===== config.mk =====
export PLATFORM = sky130hd
export DESIGN_NAME = pa_rtu_fgpr_wb
export DESIGN_NICKNAME = d
export VERILOG_FILES = /design/src/rtl/pa_rtu_fgpr_wb_pkg.sv /design/src/rtl/pa_rtu_fgpr_wb_fifo.sv /design/src/rtl/pa_rtu_fgpr_wb.sv
export SDC_FILE = /design/constraint.sdc
export NUM_CORES = 1
export LEC_CHECK = 0
export ABC_AREA = 1
export BUFFER_PORTS_ARGS = -buffer_cell sky130_fd_sc_hd__buf_2
export CAP_MARGIN = 20
export CORE_MARGIN = 3
export CORE_UTILIZATION = 40
export CTS_BUF_LIST = sky130_fd_sc_hd__clkbuf_4
export CTS_CLUSTER_DIAMETER = 150
export DETAILED_ROUTE_END_ITERATION = 10
export HOLD_SLACK_MARGIN = 0.02
export PLACE_DENSITY = 0.67
export SYNTH_ARGS = -nofsm -noshare
export SYNTH_HDL_FRONTEND = slang
export SYNTH_SLANG_ARGS = --single-unit

===== constraint.sdc =====
create_clock -name forever_cpuclk -period 3.1 [get_ports forever_cpuclk]
set_clock_uncertainty 0.05 [all_clocks]
set_input_delay 0.62 -clock forever_cpuclk [delete_from_list [all_inputs] [get_ports forever_cpuclk]]
set_output_delay 0.62 -clock forever_cpuclk [all_outputs]
set_load 0.03 [all_outputs]

===== src/rtl/pa_rtu_fgpr_wb_pkg.sv =====
// Shared FPU/RTU definitions for the FGPR writeback path.
// Register-number widths, the writeback entry and a one-hot helper.
package pa_rtu_fgpr_wb_pkg;

    localparam int FREG_W   = 5;
    localparam int FGPR_NUM = 32;
    localparam int FLEN_DEF = 32;

    typedef logic [FREG_W-1:0] freg_t;

    typedef struct packed {
        freg_t               rd;
        logic [FLEN_DEF-1:0] data;
    } fgpr_wb_t;

    function automatic logic [FGPR_NUM-1:0] reg_onehot(input freg_t r);
        logic [FGPR_NUM-1:0] v;
        v    = '0;
        v[r] = 1'b1;
        return v;
    endfunction

endpackage


===== src/rtl/pa_rtu_fgpr_wb_fifo.sv =====
// In-order buffer for FPU results waiting on the FGPR write port.
// Exposes per-entry valid/register so the owner can build a pending mask.
module pa_rtu_fgpr_wb_fifo
    import pa_rtu_fgpr_wb_pkg::*;
#(
    parameter int W     = 37,
    parameter int DEPTH = 2,
    localparam int PW   = $clog2(DEPTH),
    localparam int CW   = PW + 1
) (
    input  logic                           clk,
    input  logic                           rst,
    input  logic                           push,
    input  logic [W-1:0]                   push_data,
    input  logic                           pop,
    output logic [W-1:0]                   head,
    output logic [PW-1:0]                  head_idx,
    output logic [CW-1:0]                  count,
    output logic [DEPTH-1:0]               ent_vld,
    output logic [DEPTH-1:0][FREG_W-1:0]   ent_reg
);

    logic [DEPTH-1:0][W-1:0] mem;
    logic [PW-1:0]           rptr;
    logic [PW-1:0]           wptr;

    always_ff @(posedge clk) begin
        if (rst) begin
            rptr  <= '0;
            wptr  <= '0;
            count <= '0;
        end else begin
            if (push) begin
                mem[wptr] <= push_data;
                wptr      <= wptr + 1'b1;
            end
            if (pop) begin
                rptr <= rptr + 1'b1;
            end
            count <= count + CW'(push) - CW'(pop);
        end
    end

    assign head     = mem[rptr];
    assign head_idx = rptr;

    // An entry is live when its distance from the read pointer is below count.
    always_comb begin
        for (int i = 0; i < DEPTH; i++) begin
            logic [PW-1:0] off;
            off        = PW'(i) - rptr;
            ent_vld[i] = (CW'(off) < count);
            ent_reg[i] = mem[i][W-1 -: FREG_W];
        end
    end

endmodule


===== src/rtl/pa_rtu_fgpr_wb.sv =====
// RTU receiver for FPU FGPR writebacks; shares the write port with LSU
// FP loads, buffering FPU results while the LSU owns the port.
module pa_rtu_fgpr_wb
    import pa_rtu_fgpr_wb_pkg::*;
#(
    parameter int FLEN  = 32,
    parameter int DEPTH = 2
) (
    input  logic                forever_cpuclk,
    input  logic                cpurst,
    input  logic                fpu_rtu_fgpr_wb_vld,
    input  logic [FREG_W-1:0]   fpu_rtu_fgpr_wb_reg,
    input  logic [FLEN-1:0]     fpu_rtu_fgpr_wb_data,
    output logic                rtu_fpu_fgpr_wb_grant,
    input  logic                lsu_rtu_fgpr_wb_vld,
    input  logic [FREG_W-1:0]   lsu_rtu_fgpr_wb_reg,
    input  logic [FLEN-1:0]     lsu_rtu_fgpr_wb_data,
    output logic                rtu_fgpr_wen,
    output logic [FREG_W-1:0]   rtu_fgpr_waddr,
    output logic [FLEN-1:0]     rtu_fgpr_wdata,
    output logic [FGPR_NUM-1:0] rtu_idu_fgpr_pend,
    output logic                rtu_fpu_buf_empty
);

    localparam int PW = $clog2(DEPTH);
    localparam int CW = PW + 1;

    typedef struct packed {
        freg_t           rd;
        logic [FLEN-1:0] data;
    } ent_t;

    ent_t                          push_ent;
    ent_t                          head;
    logic                          push;
    logic                          pop;
    logic                          bypass;
    logic                          fpu_xfer;
    logic [PW-1:0]                 head_idx;
    logic [CW-1:0]                 count;
    logic [DEPTH-1:0]              ent_vld;
    logic [DEPTH-1:0][FREG_W-1:0]  ent_reg;

    pa_rtu_fgpr_wb_fifo #(
        .W     ($bits(ent_t)),
        .DEPTH (DEPTH)
    ) u_fifo (
        .clk       (forever_cpuclk),
        .rst       (cpurst),
        .push      (push),
        .push_data (push_ent),
        .pop       (pop),
        .head      (head),
        .head_idx  (head_idx),
        .count     (count),
        .ent_vld   (ent_vld),
        .ent_reg   (ent_reg)
    );

    // Grant depends only on registered occupancy.
    assign rtu_fpu_fgpr_wb_grant = (count != CW'(DEPTH));
    assign rtu_fpu_buf_empty     = (count == '0);
    assign fpu_xfer = fpu_rtu_fgpr_wb_vld & rtu_fpu_fgpr_wb_grant;
    assign push_ent = '{rd: fpu_rtu_fgpr_wb_reg, data: fpu_rtu_fgpr_wb_data};
    assign push     = fpu_xfer & ~bypass & ~cpurst;

    always_comb begin
        rtu_fgpr_wen   = 1'b0;
        rtu_fgpr_waddr = '0;
        rtu_fgpr_wdata = '0;
        pop            = 1'b0;
        bypass         = 1'b0;
        if (!cpurst) begin
            if (lsu_rtu_fgpr_wb_vld) begin
                rtu_fgpr_wen   = 1'b1;
                rtu_fgpr_waddr = lsu_rtu_fgpr_wb_reg;
                rtu_fgpr_wdata = lsu_rtu_fgpr_wb_data;
            end else if (count != '0) begin
                rtu_fgpr_wen   = 1'b1;
                rtu_fgpr_waddr = head.rd;
                rtu_fgpr_wdata = head.data;
                pop            = 1'b1;
            end else if (fpu_xfer) begin
                rtu_fgpr_wen   = 1'b1;
                rtu_fgpr_waddr = fpu_rtu_fgpr_wb_reg;
                rtu_fgpr_wdata = fpu_rtu_fgpr_wb_data;
                bypass         = 1'b1;
            end
        end
    end

    // Entry being enqueued counts as pending; the one retiring does not.
    always_comb begin
        rtu_idu_fgpr_pend = '0;
        for (int i = 0; i < DEPTH; i++) begin
            if (ent_vld[i] && !(pop && (PW'(i) == head_idx))) begin
                rtu_idu_fgpr_pend = rtu_idu_fgpr_pend | reg_onehot(ent_reg[i]);
            end
        end
        if (push) begin
            rtu_idu_fgpr_pend = rtu_idu_fgpr_pend | reg_onehot(fpu_rtu_fgpr_wb_reg);
        end
    end

    lsu_no_waw: assert property (
        @(posedge forever_cpuclk) disable iff (cpurst)
        lsu_rtu_fgpr_wb_vld |-> !rtu_idu_fgpr_pend[lsu_rtu_fgpr_wb_reg]
    );

endmodule


==> key figures, run 1 <==
Outcome
  – Outcome: finished, final reports clean

Global route
  – Grt ovf: 0
  – Largest net degree at the start of global routing: 39
  – Initial antenna violation count: 1
  – Vias in the first global route: 4794
  – All-layer global routing usage: around a fifth
  – First-pass GRT wire length: between 20000 and 25000 um

Clock network
  – Post CTS Setup Buffer Count: 0
  – Longest Clk Path Bufs: 2
  – CTS root buf: clkbuf_4
  – Clock transition at path regs: between 100 and 150 ps
  – Clock buffer count from CTS: 9
  – H-tree levels: 3
  – Clk_lat worst skew: 420 ps
  – Cts hold-fix bufs: 0
  – Post-cts gate resize count: 0
  – CTS Sinks: roughly 80
  – CTS tree: done

STA
  – Final worst path period share: 90.9%
  – Max-slew headroom: about 68%
  – Least-Margin Pin Slew: about 480 ps
  – Fin worst setup slack: between 200 and 300 ps
  – Final min period: roughly 2800 ps
  – Setup_tns: 0 ps
  – Unrepaired setup endpoints after global routing: false
  – Slew Viols, Final: 0
  – Final Hold Violating Endpoints: 0
  – Peak Freq: between 0.3 and 0.4 GHz
  – Setup violators final: 0

Logic synthesis
  – Post-synth top area cell: edfxtp_1
  – Compound-Gate Fraction of Synth Area: between 8 and 9%
  – Post-Synthesis Cells: around 690
  – Largest family of logic cells by synthesized area: simple AND/OR/NAND/NOR gates
  – Main area contributors after synthesis: edfxtp_1 (43%), nor2_1 (17%), nand3_1 (12%)
  – Distinct cells, synth: 29
  – Yosys top cell area share: between 40% and 50%
  – Seq/Total Area, Yosys: a little under half
  – Synth warnings: 0
  – Fraction of the mapped netlist area in adder cells: less than 1%
  – Mux share of post-synthesis cell area: 0%
  – Syn nets: approximately 770
  – Simple-Gate Fraction of Synth Area: 38.5%
  – Post-Synth XOR/XNOR Area: less than 1%
  – Mapped Area: 5110 um2
  – Yosys reg bits: just under 80
  – Syn_area_per_cell: around 7.4 um2

Route
  – Post-route ant nets: 0
  – WL per Instance: around 15 um
  – Drt drc: 0
  – Total Wirelength: between 15000 and 20000 um
  – DRT iter0 DRCs: 517
  – Drt first pass iters: 5
  – Via count: roughly 5200
  – DR vias/cell: roughly 5.2

Layout
  – Area growth from synthesis to layout: 20.0%
  – Share of cells above drive strength 1: between 20% and 30%
  – Nets@finish: roughly 900
  – Max reg flops: 64
  – Final core occ: between 50% and 60%
  – Most common cell after layout, fill and taps aside: nor2_1
  – Leading cell types in the layout, fill and taps excluded: nor2_1 (233), buf_2 (149), nand3_1 (122)
  – Fill cell count: 1266
  – Antenna diode count: 0

Power and ir drop
  – Leak: roughly 2.6 nW
  – Peak supply drop: 0.200 mV
  – Total power: around 2.8 mW
  – Pwr dens: 464 nW/um2

Setup path
  – CP Cell Sequence: inv_4 > nand4_4 > nand3_1 > nand3_1 > buf_2
  – Crit start category: flip-flop
  – Max incr delay on CP: ~470 ps
  – Slowest cell on the critical path: nand4_4
  – Crit-path most repeated cell: nand3_1
  – Crit Path Max Fanout: 35
  – Req. time, crit path: between 2000 and 2500 ps
  – Critical Path End Type: output port
  – Data arrival time of the worst path: roughly 2200 ps
  – Setup CP Type: flip-flop to output port

Placement
  – Port bufs: around 150
  – DP Worst Slack: 475 ps
  – RePlAce Congestion: 0.894
  – Hpwl dp: roughly 11000 um

Floorplanning
  – Die width: 119 um
  – IO Pins: 150
  – Core box area: between 10000 and 15000 um2
  – Site Rows: 40
  – Initial core utilization: between 40% and 50%
  – Die H: 119 um
  – Die Area: between 10000 and 15000 um2

Run
  – Max Cap Viol: 0

Hold path
  – Min-Delay Path Class: input port to flip-flop
## synthesized netlist by cell type, drive strengths merged
library cell	instances
a21o	3
a21oi	38
buf	36
clkbuf	7
clkinv	1
dfxtp	4
edfxtp	74
ha	2
inv	25
nand2	63
nand3	122
nand4	2
nor2	237
nor3	33
o21ai	45
or2	1
xnor2	1
## per-layer routing
layer	vias up	share of wire (%)	GRT usage (%)
met3	23	7.3	3.61
met1	2355	44	27.6
met5	-	0.046	0
li1	2614	-	-
met4	2	1.2	5.43
met2	227	48	35.5
## path summary, 6_finish.rpt
kind,slack (ps),to,start,cells past startpoint
setup / recovery,280,rtu_idu_fgpr_pend[25],u_fifo.head_idx,5
setup reg to reg,1110,u_fifo.count[1],u_fifo.count[1],11
hold / removal,340,u_fifo.mem[42],fpu_rtu_fgpr_wb_data[5],1
hold reg to reg,510,u_fifo.wptr,u_fifo.wptr,2
## critical path: cells and delay by family, from the launching register on
family,cells,cell delay [ps]
buf+inv,2,530
flops,1,390
simple gates,3,800
## cell type report
cell class	count	area [um2]	area share [%]
clock buffer	11	82.6	1.35
clock inverter	5	108	1.75
inverter	26	106	1.73
multi-input combinational	547	2450	40.0
sequential	78	2300	37.5
tap	168	210	3.43
timing repair buffer	162	868	14.2
## logic make-up after synthesis
logic type,count (synthesis)
AOI/OAI and AO/OA,86
xor gates and xnor gates,1
adders and majority gates,2
buffers and inverters,69
DFF,78
and+or+nand+nor,458
## power by group
group          switching (mW)  internal, mW
combinational           0.601         0.236
sequential             0.0220          1.20
clock                   0.355         0.430
## through the flow
stage | cell area [um2] | hold WS [ps] | std cells
floorplan | 5110 | 412 | 694
finish | 6130 | 340 | 997
global route | 6130 | 317 | 997
global placement | 5940 | 473 | 981
detailed placement | 5940 | 478 | 981
CTS | 6130 | 317 | 997
No activity file was read; power rests on OpenSTA's default activity.
==> inputs of run 2 (changes only) <==
Settings changed: CAP_MARGIN 20 to 10, SYNTH_HIERARCHICAL set to 1.
==> run 2 against run 1 <==
  * Core utilization fell by 0.22 points
  * Wire length fell by 2.1%
  * Die area rose by 1.2%
  * Clock power fell by 26%
  * Synthesized cell count rose by 5.3%
  * Area after synthesis rose by 1.2%
  * Largest cell class unchanged
==> key figures, run 2 <==
STA
  – Least-Margin Pin Slew: 669 ps (+187 ps)
  – Unrepaired setup endpoints after global routing: false
  – Final Hold Violating Endpoints: 0 (unchanged)
  – Fin worst setup slack: 215 ps (-67.4 ps)
  – Peak Freq: 0.347 GHz (-2.3%)
  – Slew Viols, Final: 0 (unchanged)
  – Final min period: 2890 ps (+67.4 ps)
  – Max-slew headroom: 55.2% (-13 points)
  – Final worst path period share: 93.1% (+2.2 points)
  – Setup violators final: 0 (unchanged)
  – Setup_tns: 0 ps (unchanged)

Global route
  – Vias in the first global route: 4646 (-3.1%)
  – Largest net degree at the start of global routing: 36 (-7.7%)
  – First-pass GRT wire length: 23300 um (-3.7%)
  – Initial antenna violation count: 0 (-1)
  – Grt ovf: 0 (unchanged)
  – All-layer global routing usage: 20.1% (-0.83 points)

Floorplanning
  – Die Area: 14300 um2 (+1.2%)
  – Die width: 120 um (+0.59%)
  – IO Pins: 150 (unchanged)
  – Initial core utilization: 42.0% (+0.35 points)
  – Die H: 120 um (+0.59%)
  – Core box area: 12300 um2 (+0.41%)
  – Site Rows: 40 (unchanged)

Clock network
  – CTS Sinks: 78 (unchanged)
  – CTS root buf: clkbuf_4
  – Post CTS Setup Buffer Count: 0 (unchanged)
  – Cts hold-fix bufs: 0 (unchanged)
  – Clock buffer count from CTS: 9 (unchanged)
  – Clock transition at path regs: 120 ps (about the same)
  – Longest Clk Path Bufs: 2 (unchanged)
  – CTS tree: done
  – H-tree levels: 3 (unchanged)
  – Post-cts gate resize count: 0 (unchanged)
  – Clk_lat worst skew: 410 ps (about the same)

Setup path
  – WP buf/inv: 1 (-1)
  – Slowest cell on the critical path: nand3b_2
  – Max incr delay on CP: 490 ps (+20 ps)
  – Setup CP Type: flip-flop to output port
  – Critical Path End Type: output port
  – CP Cell Sequence: nor2_1 > nor2_2 > nand3b_2 > nand3_1 > nand3_1 > buf_2
  – Data arrival time of the worst path: 2220 ps (+70 ps)
  – Crit start category: flip-flop
  – Crit Path Max Fanout: 32 (-8.6%)
  – Crit-path most repeated cell: nand3_1
  – Req. time, crit path: 2430 ps (about the same)
  – Critical path's top delay family: simple AND/OR/NAND/NOR gates

Power and ir drop
  – Clock power share: 23.3% (-4.3 points)
  – Leak: 3.02 nW (+14%)
  – Register share of total power: 48.1% (+5.1 points)
  – Comb pwr share: 28.6% (-0.8 points)
  – Sw power: 0.859 mW (-12%)
  – Peak supply drop: 0.239 mV (+20%)
  – Pwr dens: 405 nW/um2 (-13%)
  – Sw Share: 34.6% (+0.28 points)
  – Int Pwr: 1.62 mW (-13%)

Logic synthesis
  – Main area contributors after synthesis: edfxtp_1 (43%), nand2_1 (22%), nand3_1 (9.7%)
  – Mapped Area: 5170 um2 (+1.2%)
  – Most used DFF post-synth: edfxtp_1
  – Post-synth top area cell: edfxtp_1
  – Syn_area_per_cell: 7.08 um2 (-3.9%)
  – Yosys top cell area share: 43.0% (-0.54 points)
  – Seq/Total Area, Yosys: 44.5% (-0.56 points)
  – Post-synth EDFFs: 74 (unchanged)
  – Distinct cells, synth: 22 (-24%)
  – Share of flip-flops with an asynchronous set or reset: 0% (unchanged)
  – Post-Synthesis Cells: 731 (+5.3%)
  – Count leader, synth: nand2_1
  – Yosys reg bits: 78 (unchanged)
  – Syn nets: 811 (+4.8%)
  – Synth warnings: 6 (+6)
  – Synth top cells by count: nand2_1 (309), nand3_1 (100), nor2_1 (90)

Placement
  – DP Worst Slack: 406 ps (-68.9 ps)
  – RePlAce Congestion: 0.909 (+1.7%)
  – Hpwl dp: 10800 um (+2.4%)
  – Port bufs: 149 (unchanged)
  – Placed insts: 1018 (+3.8%)

Route
  – Drt drc: 0 (unchanged)
  – Wire length on met3: 1210 um (+9.4%)
  – WL per Instance: 14.3 um (-5.6%)
  – Highest Signal Layer: met4
  – DR vias/cell: 5.12 (-2.3%)
  – Routed length on met1: 6590 um (-0.12%)
  – WL met2: 6680 um (-7.0%)
  – Via count: 5290 (+1.3%)
  – Drt first pass iters: 5 (unchanged)
  – DRT iter0 DRCs: 613 (+19%)
  – Total Wirelength: 14800 um (-2.1%)
  – Post-route ant nets: 0 (unchanged)

Hold path
  – Min-Delay Path Class: input port to flip-flop

Layout
  – Antenna diode count: 0 (unchanged)
  – Area growth from synthesis to layout: 18.5%
  – Most common cell after layout, fill and taps aside: nand2_1
  – Nets@finish: 941 (+4.1%)
  – Non-filler instance count after layout: 1034 (+3.7%)
  – Share of cells above drive strength 1: 22.3% (-1.4 points)
  – Leading cell types in the layout, fill and taps excluded: nand2_1 (309), buf_2 (149), nand3_1 (100)
  – Max reg flops: 64 (unchanged)

Outcome
  – Outcome: finished, final reports clean

Run
  – Max Cap Viol: 0 (unchanged)
-- run 2: cell types whose count changed after synthesis, moves of 14 or more --
cell and change:
inv_1 +14, a21oi_1 -14, nor3_1 -24, nand2_1 +250, nor2_1 -144, o21ai_0 -28
nand3_1 -22, nand4_1 +25
-- run 2: per-layer routing --
metal  global-route usage (%)  up-vias
met1                     28.3     2356
met4                     5.87        0
li1                         -     2651
met2                     30.9      255
met3                     4.57       28
met5                        0        -
-- run 2: power groups by stage --
stage	registers, mW	logic [mW]	clock network, mW
finish	1.19	0.709	0.579
detailed placement	1.22	0.707	0
global route	1.20	0.781	0.635
floorplan	1.22	0.493	0
CTS	1.19	0.710	0.596
global placement	1.22	0.707	0
-- run 2: worst register-to-register path: cells and delay by family, from the launching register on --
family	cells	cell delay, ps
buf+inv	3	660
flops	1	410
simple gates	5	860
-- run 2: stage by stage --
step                      util [%]  hold WS (ps)  cell area (um2)  power (mW)
final                         49.8           339             6130        2.48
after global routing          49.8           307             6130        2.61
after CTS                     49.8           319             6130        2.50
after detailed placement      48.7           412             6000        1.92
after global placement        48.7           405             6000        1.92
after floorplan                  -           388             5190        1.71
-- run 2: area by class of cell --
class | instances | area, um2
Fill cell | 1276 | 6180
Multi-Input combinational cell | 568 | 2450
Sequential cell | 78 | 2300
Timing Repair Buffer | 168 | 901
Tap cell | 168 | 210
Inverter | 36 | 138
Clock buffer | 9 | 67.6
Clock inverter | 7 | 65.1
-- run 2: path summary, 6_finish.rpt --
path,start,endpoint,slack [ps],depth (start not counted)
worst max register to register,u_fifo/count[1],u_fifo/mem[6],860,8
worst max-delay path,u_fifo/count[1],rtu_idu_fgpr_pend[0],210,6
worst min register to register,u_fifo/wptr,u_fifo/wptr,430,2
worst min-delay path,fpu_rtu_fgpr_wb_data[5],u_fifo/mem[42],340,1
-- run 2: cells by family (layout without fill, tap and decap cells) --
family                   after synthesis  after routing  share of synthesized area (%)
adder cells (fa/ha/maj)                2              2                          0.484
buffers and inverters                 85            220                           8.73
AO/OA/AOI/OAI                         26             26                           2.52
XOR/XNOR                               1              1                          0.169
flip-flops                            78             78                           44.5
AND/OR/NAND/NOR                      539            539                           43.6
==> inputs of run 3 (changes only) <==
Settings changed: PLACE_DENSITY 0.67 to unset.
Clock period 3.1 ns to 3 ns, I/O delays scaled along.
==> run 3 against run 2 <==
  * Worst hold slack worse by 14 ps
  * Clock-buffer cell count up 1
  * Core utilization down 0.17 points
  * Worst setup slack improved by 93 ps
  * Via count grew 1.6%
  * Combinational power up 4.4%
  * Register-to-register slack lost 110 ps
  * Cell count hardly changed
  * Final area is 0.35% lower
  * Power is 1.1% higher
  * Critical path type unchanged
==> key figures, run 3 (same netlist as run 2, synthesis figures left out) <==
Outcome
  – Outcome: finished, final reports clean

Run
  – Max Cap Viol: 0 (unchanged)

Route
  – Wire length on met3: 1240 um (+2.0%)
  – Via count: 5372 (+1.6%)
  – WL met2: 7160 um (+7.2%)
  – DR vias/cell: 5.20 (+1.6%)
  – WL per Instance: 15.3 um (+7.2%)
  – Highest Signal Layer: met4
  – Total Wirelength: 15800 um (+7.1%)
  – Post-route ant nets: 0 (unchanged)
  – Drt drc: 0 (unchanged)
  – Drt first pass iters: 6 (+1)
  – Routed length on met1: 7280 um (+10%)
  – DRT iter0 DRCs: 594 (-3.1%)

Placement
  – DP Worst Slack: 424 ps (+17.3 ps)
  – Hpwl dp: 11400 um (+5.8%)
  – Placed insts: 1018 (unchanged)
  – RePlAce Congestion: 0.915 (+0.67%)
  – Port bufs: 149 (unchanged)

Setup path
  – Worst r2r src: u_fifo/count[1]
  – Setup CP Type: flip-flop to output port
  – Worst Setup SP: u_fifo/ent_reg[5]
  – Crit Path Max Fanout: 8 (-75%)
  – Data arrival time of the worst path: 2040 ps (-180 ps)
  – Req. time, crit path: 2350 ps (-80 ps)
  – Reg2Reg Depth: 8 (unchanged)
  – R2r setup slk: 750 ps (-110 ps)
  – Crit start category: flip-flop
  – Reg2reg end: u_fifo/mem[20]
  – Critical Path End Type: output port

Layout
  – Max reg flops: 64 (unchanged)
  – Nets@finish: 941 (unchanged)
  – Non-filler instance count after layout: 1033 (-0.097%)
  – Area growth from synthesis to layout: 18.1%
  – Most common cell after layout, fill and taps aside: nand2_1
  – Antenna diode count: 0 (unchanged)
  – Share of cells above drive strength 1: 22.4% (+0.14 points)
  – Leading cell types in the layout, fill and taps excluded: nand2_1 (309), buf_2 (149), nand3_1 (100)

Power and ir drop
  – Pwr dens: 411 nW/um2 (+1.5%)
  – Peak supply drop: 0.200 mV (-16%)
  – Leak: 3.00 nW (-0.70%)

Hold path
  – Hold_sp: fpu_rtu_fgpr_wb_data[24]
  – Hold depth: 1 (unchanged)
  – Min-Delay Path Class: input port to flip-flop
  – Worst Hold Path EP: u_fifo/mem[61]

Floorplanning
  – Site Rows: 40 (unchanged)
  – Die Area: 14300 um2 (unchanged)
  – Die H: 120 um (unchanged)
  – Core box area: 12300 um2 (unchanged)
  – IO Pins: 150 (unchanged)
  – Initial core utilization: 42.0% (unchanged)
  – Die width: 120 um (unchanged)

Global route
  – Vias in the first global route: 4932 (+6.2%)
  – First-pass GRT wire length: 24900 um (+7.0%)
  – Initial antenna violation count: 0 (unchanged)
  – Grt ovf: 0 (unchanged)
  – All-layer global routing usage: 21.5% (+1.5 points)
  – Largest net degree at the start of global routing: 38 (+5.6%)

Clock network
  – Cts hold-fix bufs: 0 (unchanged)
  – CTS root buf: clkbuf_4
  – Post-cts gate resize count: 0 (unchanged)
  – Clk_lat worst skew: 410 ps (about the same)
  – Longest Clk Path Bufs: 2 (unchanged)
  – Post CTS Setup Buffer Count: 0 (unchanged)
  – Clock buffer count from CTS: 9 (unchanged)
  – CTS Sinks: 78 (unchanged)
  – CTS tree: done
  – H-tree levels: 3 (unchanged)
  – Clock transition at path regs: 130 ps (about the same)

STA
  – Setup_tns: 0 ps (unchanged)
  – Setup violators final: 0 (unchanged)
  – Fin worst setup slack: 308 ps (+92.9 ps)
  – Peak Freq: 0.371 GHz
  – Final min period: about 2700 ps
  – Hold Slack: 325 ps (-14.2 ps)
  – Max-slew headroom: 51.1% (-4.2 points)
  – Unrepaired setup endpoints after global routing: false
  – Slew Viols, Final: 0 (unchanged)
  – Final worst path period share: around nine tenths
  – Final Hold Violating Endpoints: 0 (unchanged)
  – Least-Margin Pin Slew: 731 ps (+62.3 ps)
## run 3: cell count changes in the layout (fill, tap and decap cells not counted)
cell,delta
clkbuf_4,+1
clkinv_4,-2
bufinv_16,-1
clkinv_1,-2
clkinv_2,-1
clkinvlp_4,+3
inv_6,+1
## run 3: area by class of cell
class                           instances  area [um2]
Tap cell                              168         210
Multi-Input combinational cell        568        2450
Sequential cell                        78        2300
Timing Repair Buffer                  168         901
Clock buffer                           10        75.1
Inverter                               36         138
Fill cell                            1295        6200
Clock inverter                          5        36.3
## run 3: layer usage
layer,up-vias,global-route usage [%]
met5,-,0
met4,0,4.65
met3,22,4.85
met2,236,33.9
met1,2467,30.5
li1,2647,-
## run 3: worst max-delay path by stage
stage,end,cells after the start
6_report,rtu_idu_fgpr_pend[6],4
5_1_grt,rtu_idu_fgpr_pend[22],8
4_1_cts,rtu_idu_fgpr_pend[22],8
3_5_place_dp,u_fifo/mem[25],8
3_3_place_gp,u_fifo/mem[18],8
2_1_floorplan,u_fifo/ent_reg[0],7
## run 3: worst max-delay path: stages (launching register included)
cell      delay [ps]
edfxtp_1         480
nor2_1           590
nand4_1          230
nand3_1          130
buf_2            200
## run 3: per-stage QoR
step / power (mW) / instance area [um2] / util, %
after global placement: 1.98 / 6000 / 48.7
after CTS: 2.53 / 6110 / 49.6
after detailed placement: 2.00 / 6000 / 48.7
final: 2.51 / 6110 / 49.6
after floorplan: 1.77 / 5190 / -
after global routing: 2.64 / 6110 / 49.6
## run 3: power breakdown
| group | internal (mW) | switching [mW] |
|---|---|---|
| combinational | 0.207 | 0.533 |
| clock | 0.176 | 0.357 |
| sequential | 1.22 | 0.0132 |
